**src/rtl/usb_rx_timer_pkg.sv**
```systemverilog
// usb_rx_timer_pkg: shared types and default constants
// for the USB receive bit-timing sequencer.
package usb_rx_timer_pkg;

  typedef enum logic [1:0] {
    IDLE,
    ARM,
    RUN
  } rx_timer_state_t;

  localparam int DEF_CLKS_PER_BIT  = 8;
  localparam int DEF_SAMPLE_PHASE  = 3;
  localparam int DEF_BITS_PER_BYTE = 8;

  function automatic int clog2_min1(input int n);
    return (n > 1) ? $clog2(n) : 1;
  endfunction

endpackage

```
**src/rtl/usb_rx_timer_sync_counter.sv**
```systemverilog
// sync_counter: generic wrap-at-value counter with
// synchronous clear, load and count enable.
module sync_counter #(
  parameter int W = 4
) (
  input  logic         clk,
  input  logic         rst,
  input  logic         clr,
  input  logic         load,
  input  logic [W-1:0] load_val,
  input  logic         en,
  input  logic [W-1:0] wrap_val,
  output logic [W-1:0] count
);

  // clear beats load beats count; wrap is an explicit compare
  always_ff @(posedge clk) begin
    if (rst || clr) begin
      count <= '0;
    end else if (load) begin
      count <= load_val;
    end else if (en) begin
      count <= (count == wrap_val) ? '0 : count + 1'b1;
    end
  end

endmodule

```
**src/rtl/usb_rx_timer.sv**
```systemverilog
// usb_rx_timer: aligns to the first bus edge, then emits
// mid-bit strobes and byte_done. Option: RX_TIMER_RESYNC_EN.
module usb_rx_timer
  import usb_rx_timer_pkg::*;
#(
  parameter int CLKS_PER_BIT  = DEF_CLKS_PER_BIT,
  parameter int SAMPLE_PHASE  = DEF_SAMPLE_PHASE,
  parameter int BITS_PER_BYTE = DEF_BITS_PER_BYTE,
  localparam int BW = clog2_min1(BITS_PER_BYTE)
) (
  input  logic          clk,
  input  logic          rst,
  input  logic          enable,
  input  logic          abort,
  input  logic          d_edge,
  output logic          active,
  output logic          shift_strobe,
  output logic          byte_done,
  output logic [BW-1:0] bit_idx
);

  localparam int PW = clog2_min1(CLKS_PER_BIT);

  localparam logic [PW-1:0] PH_WRAP = PW'(CLKS_PER_BIT - 1);
  localparam logic [PW-1:0] PH_SMP  = PW'(SAMPLE_PHASE);
  localparam logic [PW-1:0] PH_ONE  = PW'(1);
  localparam logic [BW-1:0] BT_WRAP = BW'(BITS_PER_BYTE - 1);

  rx_timer_state_t state_q;
  rx_timer_state_t state_d;

  logic [PW-1:0] phase;
  logic [BW-1:0] bit_cnt;
  logic          ph_load;
  logic          cnt_clr;
  logic          resync;

  // state register
  always_ff @(posedge clk) begin
    if (rst) begin
      state_q <= IDLE;
    end else begin
      state_q <= state_d;
    end
  end

  // next state: abort > enable low > d_edge
  always_comb begin
    state_d = state_q;
    unique case (state_q)
      IDLE: begin
        if (!abort && enable) state_d = ARM;
      end
      ARM: begin
        if (abort || !enable) state_d = IDLE;
        else if (d_edge)      state_d = RUN;
      end
      RUN: begin
        if (abort || !enable) state_d = IDLE;
      end
      default: state_d = IDLE;
    endcase
  end

`ifdef RX_TIMER_RESYNC_EN
  assign resync = (state_q == RUN) && (state_d == RUN) && d_edge;
`else
  assign resync = 1'b0;
`endif

  assign cnt_clr = (state_d != RUN);
  assign ph_load = ((state_q == ARM) && (state_d == RUN)) || resync;

  sync_counter #(.W(PW)) u_phase (
    .clk      (clk),
    .rst      (rst),
    .clr      (cnt_clr),
    .load     (ph_load),
    .load_val (PH_ONE),
    .en       (state_q == RUN),
    .wrap_val (PH_WRAP),
    .count    (phase)
  );

  sync_counter #(.W(BW)) u_bit (
    .clk      (clk),
    .rst      (rst),
    .clr      (cnt_clr),
    .load     (1'b0),
    .load_val ('0),
    .en       (shift_strobe),
    .wrap_val (BT_WRAP),
    .count    (bit_cnt)
  );

  assign active       = (state_q == RUN);
  assign shift_strobe = active && (phase == PH_SMP);
  assign byte_done    = shift_strobe && (bit_cnt == BT_WRAP);
  assign bit_idx      = bit_cnt;

endmodule

```
**config.mk**
```make
export PLATFORM = sky130hd
export DESIGN_NAME = usb_rx_timer
export DESIGN_NICKNAME = d
export VERILOG_FILES = /design/src/rtl/usb_rx_timer_pkg.sv /design/src/rtl/usb_rx_timer_sync_counter.sv /design/src/rtl/usb_rx_timer.sv
export SDC_FILE = /design/constraint.sdc
export NUM_CORES = 1
export LEC_CHECK = 0
export ABC_CLOCK_PERIOD_IN_PS = 1300
export CORE_AREA = 2 2 39 41
export CTS_BUF_LIST = sky130_fd_sc_hd__clkbuf_2
export CTS_CLUSTER_SIZE = 8
export DETAILED_ROUTE_END_ITERATION = 6
export DIE_AREA = 0 0 41 43
export PLACE_DENSITY_LB_ADDON = 0.08
export REMOVE_ABC_BUFFERS = 1
export SLEW_MARGIN = 20
export SYNTH_ARGS = -nofsm -noshare
export SYNTH_HDL_FRONTEND = slang
export SYNTH_SLANG_ARGS = --single-unit
```
**constraint.sdc**
```tcl
create_clock -name clk -period 1.3 [get_ports clk]
set_input_delay 0.195 -clock clk [delete_from_list [all_inputs] [get_ports clk]]
set_output_delay 0.195 -clock clk [all_outputs]
set_load 0.01 [all_outputs]
```
==> flow_metrics.env <==
export IMPL_synth_top_area_share_pct=42.8
export IMPL_ioPinCount=11
export IMPL_tightest_slew_ns=0.161
export IMPL_grt_max_degree=5
export IMPL_clock_latency_ns=0.23
export IMPL_die_h_um=43
export IMPL_whs_ns=0.545
export IMPL_netlist_area_sq_um=374
export IMPL_cp_arrival_ns=1.57
export IMPL_cp_end_kind="register"
export IMPL_drcViolationCount=0
export IMPL_dp_hpwl_um=623
export IMPL_r2r_cells=6
export IMPL_ys_ff_latch=8
export IMPL_path_clk_slew_ns=0.07
export IMPL_gp_congestion=0.645
export IMPL_wl_per_cell_um=10.7
export IMPL_synth_seq_area_share_pct=42.8
export IMPL_placed_area_sq_um=577
export IMPL_drive_above_1_share_pct=57.1
export IMPL_cts_max_path_buffers=2
export IMPL_dieWidth_um=41
export IMPL_cts_root_buf="clkbuf_2"
export IMPL_r2r_setup_slack_ns=-0.12
export IMPL_start_util_pct=27.0
export IMPL_first_iter_violations=1
export IMPL_worst_ep_required_time_ns=1.45
export IMPL_fillCellCount=145
export IMPL_syn_inst=38
export IMPL_htree_levels=1
export IMPL_num_antenna_cells=0
export IMPL_layout_setup_ws_ns=-0.117
export IMPL_vdd_drop_max_v=0.000308
export IMPL_worstPathMaxFanout=4
export IMPL_instances_no_fill=79
export IMPL_ant_nets=0
export IMPL_grt_pass1_wl_um=1470
export IMPL_p_leak_nw=0.296
export IMPL_min_period_over_period_pct=109
export IMPL_violations="setup timing"
export IMPL_maxSlewViolCount=0
export IMPL_slew_headroom_pct=89.2
export IMPL_dp_cells=75
export IMPL_core_rowCount=14
export IMPL_powerDensity_nw_per_um2=642
export IMPL_ys_types=16
export IMPL_grt_pass1_vias=375
export IMPL_synthTopCellsByArea="dfxtp_1 43%, ha_1 17%, a21oi_1 5.4%"
export IMPL_dieArea_sq_um=1760
export IMPL_yosys_warnings=0
export IMPL_core_area_sq_um=1380
export IMPL_fin_worst_skew_ns=0.00593
export IMPL_maxCapViolations=0
export IMPL_syn_area_per_cell_sq_um=9.84
export IMPL_via_per_inst=4.38
export IMPL_io_buffers=10
export IMPL_crit_slowest_cell="dfxtp_2"
export IMPL_hold_viol=0
export IMPL_fin_tns_setup_ns=-0.255
export IMPL_firstDrtPassIters=2
export IMPL_cts_num_sinks=8
export IMPL_min_period_ns=1.42
export IMPL_cts_tree="built"
export IMPL_fin_nets=75
export IMPL_route_vias_total=346
export IMPL_cts_inserted_buffers=3
export IMPL_crit_top_cell="ha_4"
export IMPL_area_growth_pct=71.9
export IMPL_setup_viol=3
export IMPL_antenna_found_initial=0
export IMPL_cp_start_kind="register"
export IMPL_crit_type="reg2reg"
export IMPL_synth_area_leader_cell="dfxtp_1"
export IMPL_cp_cell_sequence="ha_4 > ha_4 > nand3b_1 > buf_6 > or3_4 > a21oi_2"
export IMPL_hold_class="reg2reg"
export IMPL_globalRouteOverflowTotal=0
export IMPL_rsz0062_at_grt="true"
export IMPL_postRouteWirelength_um=842
export IMPL_status="finished with violations"
export IMPL_min_path_cells=2
export IMPL_ctsHoldBuffers=0
export IMPL_track_usage_pct=13.1
export IMPL_stdcell_area_sq_um=643
export IMPL_fmaxAchievable_mhz=706
export IMPL_slowest_delay_ns=0.35
placed cells by master (no fill, tap or decap), types with 2 or more instances in the layout:
cell type	count
ha_2	3
nand3_1	2
ha_4	2
buf_2	2
inv_1	4
nand2_1	2
buf_6	2
dfxtp_1	4
a21oi_1	2
clkbuf_2	3
dlygate4sd2_1	3
a21oi_2	2
dfxtp_2	4
nand3b_1	2
clkdlybuf4s50_1	4
buf_4	11
worst paths after layout:
| path | startpoint | to |
|---|---|---|
| min reg2reg | u_phase.count[0] | u_phase.count[0] |
| min | u_phase.count[0] | u_phase.count[0] |
| max reg2reg | u_phase.count[0] | u_bit.count[0] |
| max | u_phase.count[0] | u_bit.count[0] |
cell families (layout without fill, tap and decap cells):
| kind of cell | count (synthesis) | after routing | synth area share, % |
|---|---|---|---|
| AO/OA/AOI/OAI | 6 | 6 | 9.70 |
| adder cells (fa/ha/maj) | 5 | 5 | 16.7 |
| buffers and inverters | 4 | 29 | 4.01 |
| flip-flops | 8 | 8 | 42.8 |
| AND/OR/NAND/NOR | 15 | 15 | 26.8 |
registers in the layout (all words and copies together), names as in the netlist:
name,cells
u_phase.count,3
state_q,2
u_bit.count,3
cell usage after synthesis:
master,n
dfxtp_1,8
inv_1,4
nor3b_2,1
nand2b_2,1
or3b_4,1
a21oi_1,4
or3_1,2
a211oi_1,1
or2_4,1
nand3_1,2
nor2_1,1
nand3b_1,2
a21o_2,1
ha_1,5
and3_1,1
nand2_1,3
critical path: cells and delay by family, from the launching register on:
kind | cells | cell delay (ns)
buffers and inverters | 1 | 0.13
adders and majority gates | 2 | 0.28
DFF | 1 | 0.35
and+or+nand+nor | 2 | 0.42
AOI/OAI and AO/OA | 1 | 0.15
per-layer routing:
metal | track usage (%) | wire length, um | vias up
li1 | - | - | 181
met1 | 13.3 | 295 | 155
met2 | 20.3 | 490 | 8
met3 | 3.14 | 44 | 2
met4 | 12.0 | 12 | 0
met5 | 0 | 0 | -
power breakdown:
group	switching, W	internal (W)	leakage (nW)
combinational	0.00000566	0.0000184	0.217
clock	0.0000780	0.0000629	0.0125
sequential	0.00000117	0.000247	0.0666
total	0.0000848	0.000328	0.296
timing repair:
action                                  in CTS  in global routing
pin swaps                                    3                  4
setup buffers                                0                  1
gates resized for setup                     24                  8
endpoints found under the setup margin       8                  4
cell type report:
| cell class | instances | area [sq um] | area share [%] |
|---|---|---|---|
| Clock buffer | 3 | 15.0 | 2.33 |
| Sequential cell | 8 | 165 | 25.7 |
| Inverter | 4 | 15.0 | 2.33 |
| Tap cell | 16 | 20.0 | 3.11 |
| Multi-Input combinational cell | 26 | 246 | 38.3 |
| Timing Repair Buffer | 22 | 181 | 28.2 |
through the flow:
stage	utilization (%)	power [W]	setup slack, ns
after global placement	41.7	0.000277	-0.263
final	46.5	0.000413	-0.117
after detailed placement	41.7	0.000278	-0.277
after CTS	44.0	0.000424	-0.113
after floorplan	-	0.000260	0.0265
after global routing	46.5	0.000435	-0.215
Note: power is estimated with default switching activity, not from simulation.
==> edit, RTL diff (config.mk and constraints unchanged) <==
The package constant `DEF_CLKS_PER_BIT` goes from 8 to 16.
--- a/src/rtl/usb_rx_timer_pkg.sv
+++ b/src/rtl/usb_rx_timer_pkg.sv
@@ -9,5 +9,5 @@
   } rx_timer_state_t;
 
-  localparam int DEF_CLKS_PER_BIT  = 8;
+  localparam int DEF_CLKS_PER_BIT  = 16;
   localparam int DEF_SAMPLE_PHASE  = 3;
   localparam int DEF_BITS_PER_BYTE = 8;
Behaviour: same outputs for any inputs over 10 cycles, from zero or initial values and one cycle with rst high; that may be too few to reach the edited logic, so the function may still have changed.
==> edit against the original RTL <==
- the run still ends with setup timing left
- sequential cell count is 1 higher
- non-clock buffer count rose by 3
- cell area rose by 13%
- total power is 19% higher
- combinational power up 5%
- count of clock-buffer cells in the layout up 1
- worst setup slack got worse by 13 ps
- clock power is 31% higher
- via count rose by 28%
- routed wire length grew 31%
- synthesized area grew 16%
- largest power group unchanged
- highest routed layer unchanged
==> edit: results (changes against the original RTL) <==
metric,value,unit,change
combPwrFrac,0.052,,-0.006
p_int,377,uW,+15%
crit_slowest_cell,or4_1,,
ys_top_cells_by_area,"dfxtp_1 (41%), ha_1 (8.6%), nand4bb_4 (6.3%), a21oi_1 (5.8%), o21ai_0 (3.5%)",,
drtPass1Iterations,4,,+2
gp_congestion,0.764,,+18%
start_util,0.314,,+0.0434
synth_cells,46,,+21%
setup-violations-final,3,,unchanged
dpl-instance-area,629,um2,+9.1%
tightest_slew,218,ps,+57.4 ps
wl_met3,55,um,+25%
worst_slack,-130,ps,-12.9 ps
vdd_drop_max,363,uV,+18%
violations,setup timing,,
grt_first_pass_wirelength,1770,um,+21%
drt-met1-wl,390,um,+32%
p_seq,279,uW,+12%
yosysUniqueCellTypes,23,,+7
yosysSeqAreaShare,0.415,,-0.0131
synth_compound_area_frac,0.164,,+0.0673
grt_pass1_vias,444,,+18%
synth_xor_area_frac,0.0202,,+0.0202
grtUsageMet3,0.0785,,+0.0471
drtIter0Drc,14,,+13
wl,1100,um,+31%
min_to,u_bit.count[0],,
insertion_delay,250,ps,+20 ps
fin_skew,1.87,ps,-4.06 ps
reg.largest.list,"u_phase.count: 4 flops, u_bit.count: 3 flops, state_q: 2 flops",,
path_max_fanout,2,,-2
drive_above_1_share,0.466,,-0.106
dp_hpwl,794,um,+28%
final.setup.tns,-325,ps,-70.4 ps
outcome,"finished, violations left",,
fill_cells,138,,-4.8%
[edit: area by class of cell]
class | instances | area [um2] | area share
timing repair buffer | 25 | 209 | 0.288
multi-input combinational | 31 | 277 | 0.381
clock buffer | 4 | 20.0 | 0.0276
tap | 16 | 20.0 | 0.0276
sequential | 9 | 185 | 0.255
inverter | 4 | 15.0 | 0.0207
[edit: critical path, delay by kind of cell (launching register included)]
| kind | cells | cell delay (ps) |
|---|---|---|
| adders and majority gates | 1 | 140 |
| buffers and inverters | 2 | 230 |
| DFF | 1 | 360 |
| and+or+nand+nor | 2 | 510 |
| AOI/OAI and AO/OA | 1 | 130 |
[edit: what timing repair did]
action,4_1_cts,5_1_grt
pin swaps,6,6
resized for setup,28,6
setup endpoints to repair,8,6
setup buffers,3,1
[edit: worst max path at each step]
stage,to,slack (ps),cells past startpoint
floorplan,u_bit.count[0],-60,4
global placement,byte_done,-270,4
detailed placement,byte_done,-290,4
CTS,byte_done,-140,4
global route,u_bit.count[0],-190,6
finish,u_bit.count[0],-130,6
